[src/rtl/nibble_serializer_pkg.sv]
// Shared definitions for the nibble serializer: state encoding, default width
// and the counter-width helper.
package nibble_serializer_pkg;

  // State encoding constants
  localparam logic ST_IDLE  = 1'b0;
  localparam logic ST_SHIFT = 1'b1;

  // Default word width in bits (legal range 2..16)
  localparam int unsigned DEFAULT_WIDTH = 4;

  typedef enum logic {
    StIdle  = ST_IDLE,
    StShift = ST_SHIFT
  } state_e;

  // Ceiling log2, never less than 1 so a counter always has at least one bit.
  function automatic int unsigned clog2(input int unsigned value);
    int unsigned result;
    int unsigned rem;
    result = 0;
    rem    = (value > 0) ? value - 1 : 0;
    while (rem > 0) begin
      result = result + 1;
      rem    = rem >> 1;
    end
    if (result == 0) begin
      result = 1;
    end
    return result;
  endfunction

endpackage

[src/rtl/piso_shift_reg.sv]
// WIDTH-bit parallel-load, shift-right register with zero fill.
// LOAD has priority over SHIFT; nothing changes while ENABLE is low.
module piso_shift_reg
  import nibble_serializer_pkg::*;
#(
  parameter int unsigned WIDTH = DEFAULT_WIDTH
) (
  input  logic             CLOCK,
  input  logic             RESET,
  input  logic             ENABLE,
  input  logic             LOAD,
  input  logic             SHIFT,
  input  logic [WIDTH-1:0] D,
  output logic [WIDTH-1:0] Q
);

  // Parallel load or single-bit right shift on enabled edges
  always_ff @(posedge CLOCK or posedge RESET) begin
    if (RESET) begin
      Q <= '0;
    end else if (ENABLE) begin
      if (LOAD) begin
        Q <= D;
      end else if (SHIFT) begin
        Q <= {1'b0, Q[WIDTH-1:1]};
      end
    end
  end

endmodule

[src/rtl/nibble_serializer.sv]
// Parallel-in, serial-out transmitter. Accepts a WIDTH-bit word over a
// valid/ready handshake and emits it LSB first, one bit per enabled clock,
// with back-to-back words possible on the last-bit cycle.
module nibble_serializer
  import nibble_serializer_pkg::*;
#(
  parameter int unsigned WIDTH = DEFAULT_WIDTH
) (
  input  logic             CLOCK,
  input  logic             RESET,
  input  logic             ENABLE,
  input  logic [WIDTH-1:0] D_IN,
  input  logic             D_VALID,
  output logic             D_READY,
  output logic             SOUT,
  output logic             SVALID,
  output logic             SLAST,
  output logic             BUSY
);

  localparam int unsigned      CNT_W    = clog2(WIDTH);
  localparam logic [CNT_W-1:0] LAST_CNT = CNT_W'(WIDTH - 1);

  if (WIDTH < 2 || WIDTH > 16) begin : gen_width_check
    $error("nibble_serializer: WIDTH must be in 2..16");
  end

  state_e           state_q;
  logic [CNT_W-1:0] cnt_q;
  logic             slast_q;
  logic [WIDTH-1:0] sreg_q;
  logic             at_last;
  logic             accept;
  logic             shifting;

  // Only bit 0 drives the line; upper bits just feed the shift chain.
  logic unused_sreg;
  assign unused_sreg = ^sreg_q[WIDTH-1:1];

  // Handshake: ready in IDLE, or on the last bit so the next word follows with no gap
  always_comb begin
    shifting = (state_q == StShift);
    at_last  = shifting && (cnt_q == LAST_CNT);
    D_READY  = ENABLE && !RESET && ((state_q == StIdle) || at_last);
    accept   = D_VALID && D_READY;
  end

  // Data path: load on accept, otherwise shift while a word is in progress.
  // Shifting out the last bit leaves the register at zero, which is the idle value.
  piso_shift_reg #(
    .WIDTH (WIDTH)
  ) u_shift_reg (
    .CLOCK  (CLOCK),
    .RESET  (RESET),
    .ENABLE (ENABLE),
    .LOAD   (accept),
    .SHIFT  (shifting),
    .D      (D_IN),
    .Q      (sreg_q)
  );

  // FSM, bit counter and registered last-bit flag
  always_ff @(posedge CLOCK or posedge RESET) begin
    if (RESET) begin
      state_q <= StIdle;
      cnt_q   <= '0;
      slast_q <= 1'b0;
    end else if (ENABLE) begin
      unique case (state_q)
        StIdle: begin
          if (accept) begin
            state_q <= StShift;
            cnt_q   <= '0;
            slast_q <= 1'b0;
          end
        end
        StShift: begin
          if (cnt_q != LAST_CNT) begin
            cnt_q   <= cnt_q + CNT_W'(1);
            slast_q <= ((cnt_q + CNT_W'(1)) == LAST_CNT);
          end else if (accept) begin
            cnt_q   <= '0;
            slast_q <= 1'b0;
          end else begin
            state_q <= StIdle;
            cnt_q   <= '0;
            slast_q <= 1'b0;
          end
        end
        default: begin
          state_q <= StIdle;
          cnt_q   <= '0;
          slast_q <= 1'b0;
        end
      endcase
    end
  end

  // Serial outputs, all derived directly from registers
  always_comb begin
    SOUT   = sreg_q[0];
    SVALID = shifting;
    BUSY   = shifting;
    SLAST  = slast_q;
  end

endmodule

[config.mk]
export PLATFORM = sky130hd
export DESIGN_NAME = nibble_serializer
export DESIGN_NICKNAME = d
export VERILOG_FILES = /design/src/rtl/nibble_serializer_pkg.sv /design/src/rtl/piso_shift_reg.sv /design/src/rtl/nibble_serializer.sv
export SDC_FILE = /design/constraint.sdc
export NUM_CORES = 1
export LEC_CHECK = 0
export ABC_CLOCK_PERIOD_IN_PS = 1850
export CAP_MARGIN = 20
export CORE_AREA = 2 2 39 41
export DETAILED_ROUTE_END_ITERATION = 8
export DIE_AREA = 0 0 41 43
export SYNTH_ARGS = -nofsm -noshare
export SYNTH_HDL_FRONTEND = slang
export SYNTH_SLANG_ARGS = --single-unit
[constraint.sdc]
create_clock -name CLOCK -period 1.85 [get_ports CLOCK]
set_clock_uncertainty 0.15 [all_clocks]
set_input_delay 0.2775 -clock CLOCK [delete_from_list [all_inputs] [get_ports CLOCK]]
set_output_delay 0.2775 -clock CLOCK [all_outputs]
set_load 0.01 [all_outputs]
* Word-level counts from Yosys, hierarchy flattened *
Index checks and enable logic that the tools add are counted.

word-level totals
  flip-flop bits (word level) = 8
  input bits = 8
  logic and storage cells = 30

operators by class
  $add $sub $neg = 1
  eq/ne operators = 4
  multiplexer cells = 11
  bitwise logic cells = 1
  reductions and logical operators = 9

operators by type and width
  operator                                       count
  two-way mux 4 bit                              2
  == test 2 bit (second input constant)          2
  logical AND 1 bit                              4
  two-way mux 1 bit                              4
  two-way mux 2 bit                              2
  inequality test 2 bit (second input constant)  2
  one-hot mux 1 bit (2 select lines)             2
  one-hot mux 2 bit (2 select lines)             1
  AND reduction 2 bit                            2
  adder 2 x 1 -> 2 bit (second input constant)   1
  nonzero test 2 bit                             1
  logical NOT 1 bit                              1
  logical OR 1 bit                               1
  inverter 1 bit                                 1

* Longest topological paths before layout *
Gate-level depths: netlist of run 1.

  depth after elaboration = 8
  gate-level depth with buffers = 4
  gate-level depth less buffers = 4

* Modules after synthesis *
Synthesis of run 1 repeated with hierarchy kept, for this count alone.

unflattened totals
  cell total of the unflattened synthesis = 43
  area total of the unflattened synthesis = 414.1 sq um

by module, submodules not included
  module             instances  cells each  area an instance (sq um)  seq. area each (sq um)
  nibble_serializer  1          21          224.0                     100.1
  piso_shift_reg     1          22          190.2                     100.1

* Worst setup path after synthesis of run 1 *
Ideal clock, no wire load.

  path kind = reg2reg
  from = register cnt_q[0]
  to = register u_shift_reg.Q[0]
  data arrival time = 1.245 ns
  data required time = 1.575 ns
  setup slack = 0.330 ns
  stages on the path, launching flop included = 5
  clock period less this slack = 1.520 ns
  cell sequence = dfrtp_1 > ha_1 > nor2b_1 > nand4b_4 > mux2_4

on the way
  cells in the longest elaborated chain, start to end = 7
  elaborated cells on any way between the ends = 8
  those cells by class = eq/ne: 1; mux: 1; reduce/logical: 6

RTL lines
  item                           line                     text
  from (decl)                    nibble_serializer.sv:29  logic [CNT_W-1:0] cnt_q;
  from (signal assigned)         nibble_serializer.sv:79  cnt_q <= cnt_q + CNT_W'(1);
  == test 2 bit (*)              nibble_serializer.sv:43  at_last = shifting && (cnt_q == LAST_CNT);
  logical AND 1 bit (*)          nibble_serializer.sv:43
  logical OR 1 bit (*)           nibble_serializer.sv:44  D_READY = ENABLE && !RESET && ((state_q == StIdle) || at_last);
  logical AND 1 bit (*)          nibble_serializer.sv:44
  logical AND 1 bit (*)          nibble_serializer.sv:45  accept = D_VALID && D_READY;
  nonzero test 2 bit (no line)   n/a
  AND reduction 2 bit (no line)  n/a
  to (signal assigned)           piso_shift_reg.sv:25     Q <= {1'b0, Q[WIDTH-1:1]};
  to (decl)                      piso_shift_reg.sv:14     output logic [WIDTH-1:0] Q

Mark *: on every way between the ends. The rest lies on a longest branch, timed or not.
A chain may end at the register's enable or synchronous reset.

* Worst setup path after layout of run 1 *
  from = register state_q, in the netlist BUSY
  to = output port BUSY

RTL lines
  item                    line                     text
  from (decl)             nibble_serializer.sv:28  state_e state_q;
  from (signal assigned)  nibble_serializer.sv:65  state_q <= StIdle;
  from (signal assigned)  nibble_serializer.sv:72  state_q <= StShift;
  from (signal assigned)  nibble_serializer.sv:85  state_q <= StIdle;
  to (decl)               nibble_serializer.sv:18  output logic BUSY

No word-level cell between the ends.

==> out/results.ini, run 1 <==
[routing]
viasPerCell=4.437
initialDrtViolationCount=5
vias=315
drc=0
wire_per_inst_um=10.45
dr.pass1.iters=2
routed_wl_um=742
antenna_left=0

[setup_path]
crit_slowest_cell=clkdlybuf4s50_1
critPathTopFamily=buffers and inverters
reg2reg_depth=4
worst-path-buf-inv=2
cp_max_fo=5
arrival_ns=1.28
end_kind=output port
startpoint_type=register
r2r_slack_ns=0.28
critical_path_required_ns=1.42
cp_slowest_stage_delay_ns=0.53
path_class=register to output port
crit_chain=buf_4 > clkdlybuf4s50_1
worstReg2RegStart=cnt_q[1]
r2r_end=u_shift_reg.Q[2]

[cts]
clk_latency_ns=0.26
clk_pin_slew_ns=0.05
cts-root-buf=clkbuf_4
cts_made_buffers=3
tritoncts=yes
cts_num_sinks=8
cts_setup_buffers=0
clk_path_buf_depth=2
htree_levels=1

[pwr]
power_density_nw_per_um2=1359
worst_ir_drop_vdd_v=0.0007270
cellLeakagePower_nw=0.3304

[floorplan]
die-area_um2=1763
start_util_pct=31.74
die_x_um=41
rows=14
core_area_um2=1384
die_y_um=43
ios=13

[placed_design]
dp_hpwl_um=564.1
portBuffers=12
gp_congestion=0.7076
placed_area_um2=616.8
pre_cts_slack_ns=-0.05178

[timing]
final-max-slew-violation-count=0
max_slew_margin_pct=87.40
fin_crit_sh_pct=92.16
fmax_ghz=0.5865
rsz0062_at_grt=no
worstMarginPinSlew_ns=0.1886
timing.final.ws_setup_ns=0.1450
period_needed_ns=1.705
setup_violations=0
final_hold_viol_count=0

[layout]
n_antenna_cell=0
areaGrowthSynthToFinish_pct=45.01
final_layout_size_suffix_gt1_share_pct=36.36
design_area_um2=636.9
fin_nets=67

[grt]
grt_pass1_wl_um=1242
grt_pass1_vias=312
grt_overflow=0
track_usage_pct=11.12
antenna_found_initial=0
grt_max_degree=9

[logic_synthesis]
synth.distinct_cells=16
netlist_instances=35
netlist_area_um2=439.2
ys_warn_count=0
syn-num-nets=45
syn_area_per_cell_um2=12.55
synth-seq-area-share_pct=45.58
ys_ff_latch=8

[status]
status=completed

[job]
cap_violations=0

[worst_hold_path]
min_path_type=input port to asynchronous set/reset pin

-- worst register-to-register path: stages, from the launching register on --
cell and delay [ns]:
dfrtp_1 0.40, ha_2 0.20, nor2b_1 0.15, nand4b_4 0.23
mux2_4 0.32
-- worst max-delay path by stage --
| stage | endpoint | depth (start not counted) | slack (ns) | from |
|---|---|---|---|---|
| final | BUSY | 2 | 0.15 | BUSY |
| after detailed placement | D_READY | 3 | -0.05 | ENABLE |
| after global routing | D_READY | 4 | 0.06 | cnt_q[1] |
| after global placement | D_READY | 3 | -0.06 | ENABLE |
| after floorplan | u_shift_reg.Q[0] | 4 | 0.33 | cnt_q[0] |
| after CTS | D_READY | 4 | 0.04 | cnt_q[1] |
-- routing by layer --
metal	share of wire, %	GRT usage, %
met1	42	11.18
met5	0	0
met2	49	16.25
met3	7.8	9.424
met4	0.94	4.000
-- what timing repair did --
item,CTS,global route
setup endpoints to repair,1,1
endpoints found under the hold margin,0,0
hold buffers,0,0
gates resized for setup,1,3
-- sequential cells by signal (all words and copies together) (netlist names) --
signal / count
BUSY: 1
SLAST: 1
cnt_q: 2
u_shift_reg.Q: 4
-- power breakdown --
group / switching, mW / internal [mW] / total (mW) / leakage [nW]
Clock: 0.0591 / 0.0742 / 0.133 / 0.0138
Combinational: 0.160 / 0.277 / 0.437 / 0.215
Sequential: 0.0408 / 0.254 / 0.295 / 0.102
-- Yosys cell counts --
cell type,instances,area [µm²]
nor3b_1,1,7.510
ha_1,2,25.02
a31o_2,3,26.28
buf_4,1,7.510
nor2b_1,1,6.260
inv_1,3,11.26
mux2i_1,1,10.01
nor3_1,1,5.000
dfrtp_1,8,200.2
nand2_4,1,11.26
nor2_1,1,3.750
mux2_1,3,33.78
nand2_1,4,15.01
and3_2,1,7.510
mux2_4,3,45.04
nand4b_4,1,23.77
-- layout by cell type, fill, tap and decap left out --
cell type / n
ha_1: 1
ha_2: 1
clkbuf_4: 3
dfrtp_1: 8
nand4b_4: 1
nand2_4: 1
nor3_1: 1
and3_2: 1
clkbuf_2: 1
nor2b_1: 1
a31o_2: 3
nor3b_1: 1
buf_4: 6
clkdlybuf4s50_1: 11
mux2_4: 3
mux2_1: 3
mux2i_1: 1
nand2_1: 4
nor2_1: 1
inv_1: 3
-- cells by family after synthesis --
| group | share of synthesized area (%) |
|---|---|
| simple gates | 18.23 |
| flops | 45.58 |
| mux | 20.23 |
| buf+inv | 4.274 |
| compound gates | 5.984 |
| fa+ha+maj | 5.697 |
-- per-stage QoR --
step	hold slack, ns	std cells	setup TNS, ns	total power, mW	util, %
floorplan	-0.02581	35	0	0.5636	-
global placement	0.3553	68	-0.05936	0.7378	44.57
detailed placement	0.3568	68	-0.05178	0.7457	44.57
CTS	0.3581	71	0	0.8806	46.11
global route	0.3872	71	0	0.9488	46.02
finish	0.3574	71	0	0.8657	46.02
-- cell type report --
class                      count  area [µm²]
sequential                     8       200.2
multi-input combinational     23       222.7
fill                         139       747.0
inverter                       3       11.26
tap                           16       20.02
timing repair buffer          18       160.2
clock buffer                   3       22.52
Note: power is estimated with default switching activity, not from simulation.
==> run 2: changes to the inputs <==
--- a/config.mk
+++ b/config.mk
@@ -10,6 +10,7 @@
 export CORE_AREA = 2 2 39 41
 export DETAILED_ROUTE_END_ITERATION = 8
 export DIE_AREA = 0 0 41 43
+export DONT_BUFFER_PORTS = 1
 export SYNTH_ARGS = -nofsm -noshare
 export SYNTH_HDL_FRONTEND = slang
 export SYNTH_SLANG_ARGS = --single-unit
==> out/results.ini, run 2 (same netlist as run 1, synthesis figures left out) <==
[status]
status=completed  ; unchanged

[layout]
largest_reg_flops=4  ; unchanged
final_common_cell=dfrtp_1  ; was clkdlybuf4s50_1
final_layout_size_suffix_gt1_share_pct=33.33  ; was 36.36%
fin_nets=51  ; was 67
n_antenna_cell=0  ; unchanged
fin_cells=55  ; was 71
reg.largest.list=u_shift_reg.Q x4, cnt_q x2  ; unchanged
regMostFlops=u_shift_reg.Q  ; unchanged
areaGrowthSynthToFinish_pct=11.97  ; was 45.01%
final_cell_mix=dfrtp_1 (8), nand2_1 (4)  ; was clkdlybuf4s50_1 (11), dfrtp_1 (8), buf_4 (6)

[routing]
viasPerCell=5.018  ; was 4.437
vias=276  ; was 315
wire_per_inst_um=12.78  ; was 10.45 µm
antenna_left=0  ; unchanged
initialDrtViolationCount=0  ; was 5
drc=0  ; unchanged
routed_wl_um=703  ; was 742 µm
dr.pass1.iters=1  ; was 2

[setup_path]
r2r_slack_ns=0.18  ; was 0.28 ns
r2r_end=u_shift_reg.Q[1]  ; was u_shift_reg.Q[2]
path_class=register to output port  ; unchanged
reg2reg_depth=4  ; unchanged
end_kind=output port  ; unchanged
cp_max_fo=6  ; was 5
critical_path_required_ns=1.42  ; about the same
arrival_ns=1.32  ; was 1.28 ns
worstReg2RegStart=cnt_q[0]  ; was cnt_q[1]
startpoint_type=register  ; unchanged

[timing]
worstMarginPinSlew_ns=0.3846  ; was 0.1886 ns
timing.final.ws_setup_ns=0.09820  ; was 0.1450 ns
tns_ns=0  ; unchanged
final-max-slew-violation-count=0  ; unchanged
period_needed_ns=1.752  ; was 1.705 ns
fmax_ghz=0.5708  ; was 0.5865 GHz
max_slew_margin_pct=74.31  ; was 87.40%
rsz0062_at_grt=no  ; unchanged
final_hold_viol_count=0  ; unchanged
setup_violations=0  ; unchanged
fin_crit_sh_pct=94.69  ; was 92.16%

[cts]
cts_made_buffers=3  ; unchanged
tritoncts=yes  ; unchanged
cts_setup_buffers=0  ; unchanged
cts_resized=0  ; was 1
clk_path_buf_depth=2  ; unchanged
clk_pin_slew_ns=0.06  ; was 0.05 ns
cts_num_sinks=8  ; unchanged
htree_levels=1  ; unchanged
clk_latency_ns=0.25  ; was 0.26 ns
cts-root-buf=clkbuf_4  ; unchanged

[grt]
grt_overflow=0  ; unchanged
grt_max_degree=10  ; was 9
track_usage_pct=10.55  ; was 11.12%
grt_pass1_vias=282  ; was 312
grt_pass1_wl_um=1221  ; was 1242 µm
antenna_found_initial=0  ; unchanged

[floorplan]
rows=14  ; unchanged
start_util_pct=31.74  ; unchanged
die_x_um=41  ; unchanged
die_y_um=43  ; unchanged
ios=13  ; unchanged
die-area_um2=1763  ; unchanged
core_area_um2=1384  ; unchanged

[worst_hold_path]
hp-start=D_IN[3]
min_to=u_shift_reg.Q[3]
hold_depth=2
min_path_type=input port to register  ; was input port to asynchronous set/reset pin

[placed_design]
place_inst=51  ; was 68
gp_congestion=0.6122  ; was 0.7076
portBuffers=0  ; was 12
pre_cts_slack_ns=0.1994  ; was -0.05178 ns
dp_hpwl_um=566.7  ; was 564.1 µm

[job]
cap_violations=0  ; unchanged

[pwr]
power_density_nw_per_um2=1471  ; was 1359 nW/µm²
worst_ir_drop_vdd_v=0.0003210  ; was 0.0007270 V
cellLeakagePower_nw=0.2657  ; was 0.3304 nW

-- run 2: changes by cell type in the layout (fill, tap and decap cells not counted), sizes merged --
cell | previous run | this run
clkdlybuf4s50 | 11 | 0
dlygate4sd3 | 0 | 1
clkbuf | 4 | 3
buf | 6 | 1
-- run 2: worst max-delay path, stage by stage, from the launching register on --
cell and delay, ns:
dfrtp_1 0.51, nor2b_1 0.22, nor3b_1 0.35
-- run 2: layer usage --
layer	vias up	part of all wire (%)	wire length (µm)	global-route usage (%)
met4	0	2.3	16	6.000
met5	-	0	0	0
met1	133	39	272	12.96
li1	131	-	-	-
met2	8	54	378	15.31
met3	4	5.1	36	3.665
-- run 2: report_power, final --
group	internal, mW	switching, mW
registers	0.254	0.0877
clock network	0.0740	0.0561
logic	0.156	0.0955
-- run 2: repair_timing --
| action | CTS | global route |
|---|---|---|
| hold endpoints to repair | 8 | 0 |
| hold buffers | 1 | 0 |
| endpoints found under the setup margin | 0 | 0 |
-- run 2: worst max-delay path by stage --
| stage | cells after the start | from | slack, ns | end |
|---|---|---|---|---|
| floorplan | 4 | cnt_q[0] | 0.33 | u_shift_reg.Q[0] |
| finish | 2 | BUSY | 0.1 | D_READY |
| CTS | 2 | BUSY | 0.07 | D_READY |
| global placement | 3 | BUSY | 0.29 | u_shift_reg.Q[0] |
| global route | 2 | BUSY | 0.002 | D_READY |
| detailed placement | 4 | cnt_q[0] | 0.20 | u_shift_reg.Q[0] |
-- run 2: cell type report --
cell class	instances	area (µm²)
clock buffer	3	22.52
fill	141	892.1
inverter	3	11.26
multi-input combinational	23	220.2
sequential	8	200.2
tap	16	20.02
timing repair buffer	2	17.52
-- run 2: per-stage QoR --
stage	util, %	hold WS [ns]	instance area [µm²]	power [mW]
after global placement	33.18	0.07410	459.2	0.5760
final	35.53	0.01277	491.7	0.7233
after global routing	35.53	0.02676	491.7	0.7905
after CTS	35.53	0.01745	491.7	0.7336
after detailed placement	33.18	0.08776	459.2	0.5999
after floorplan	-	-0.02581	439.2	0.5636
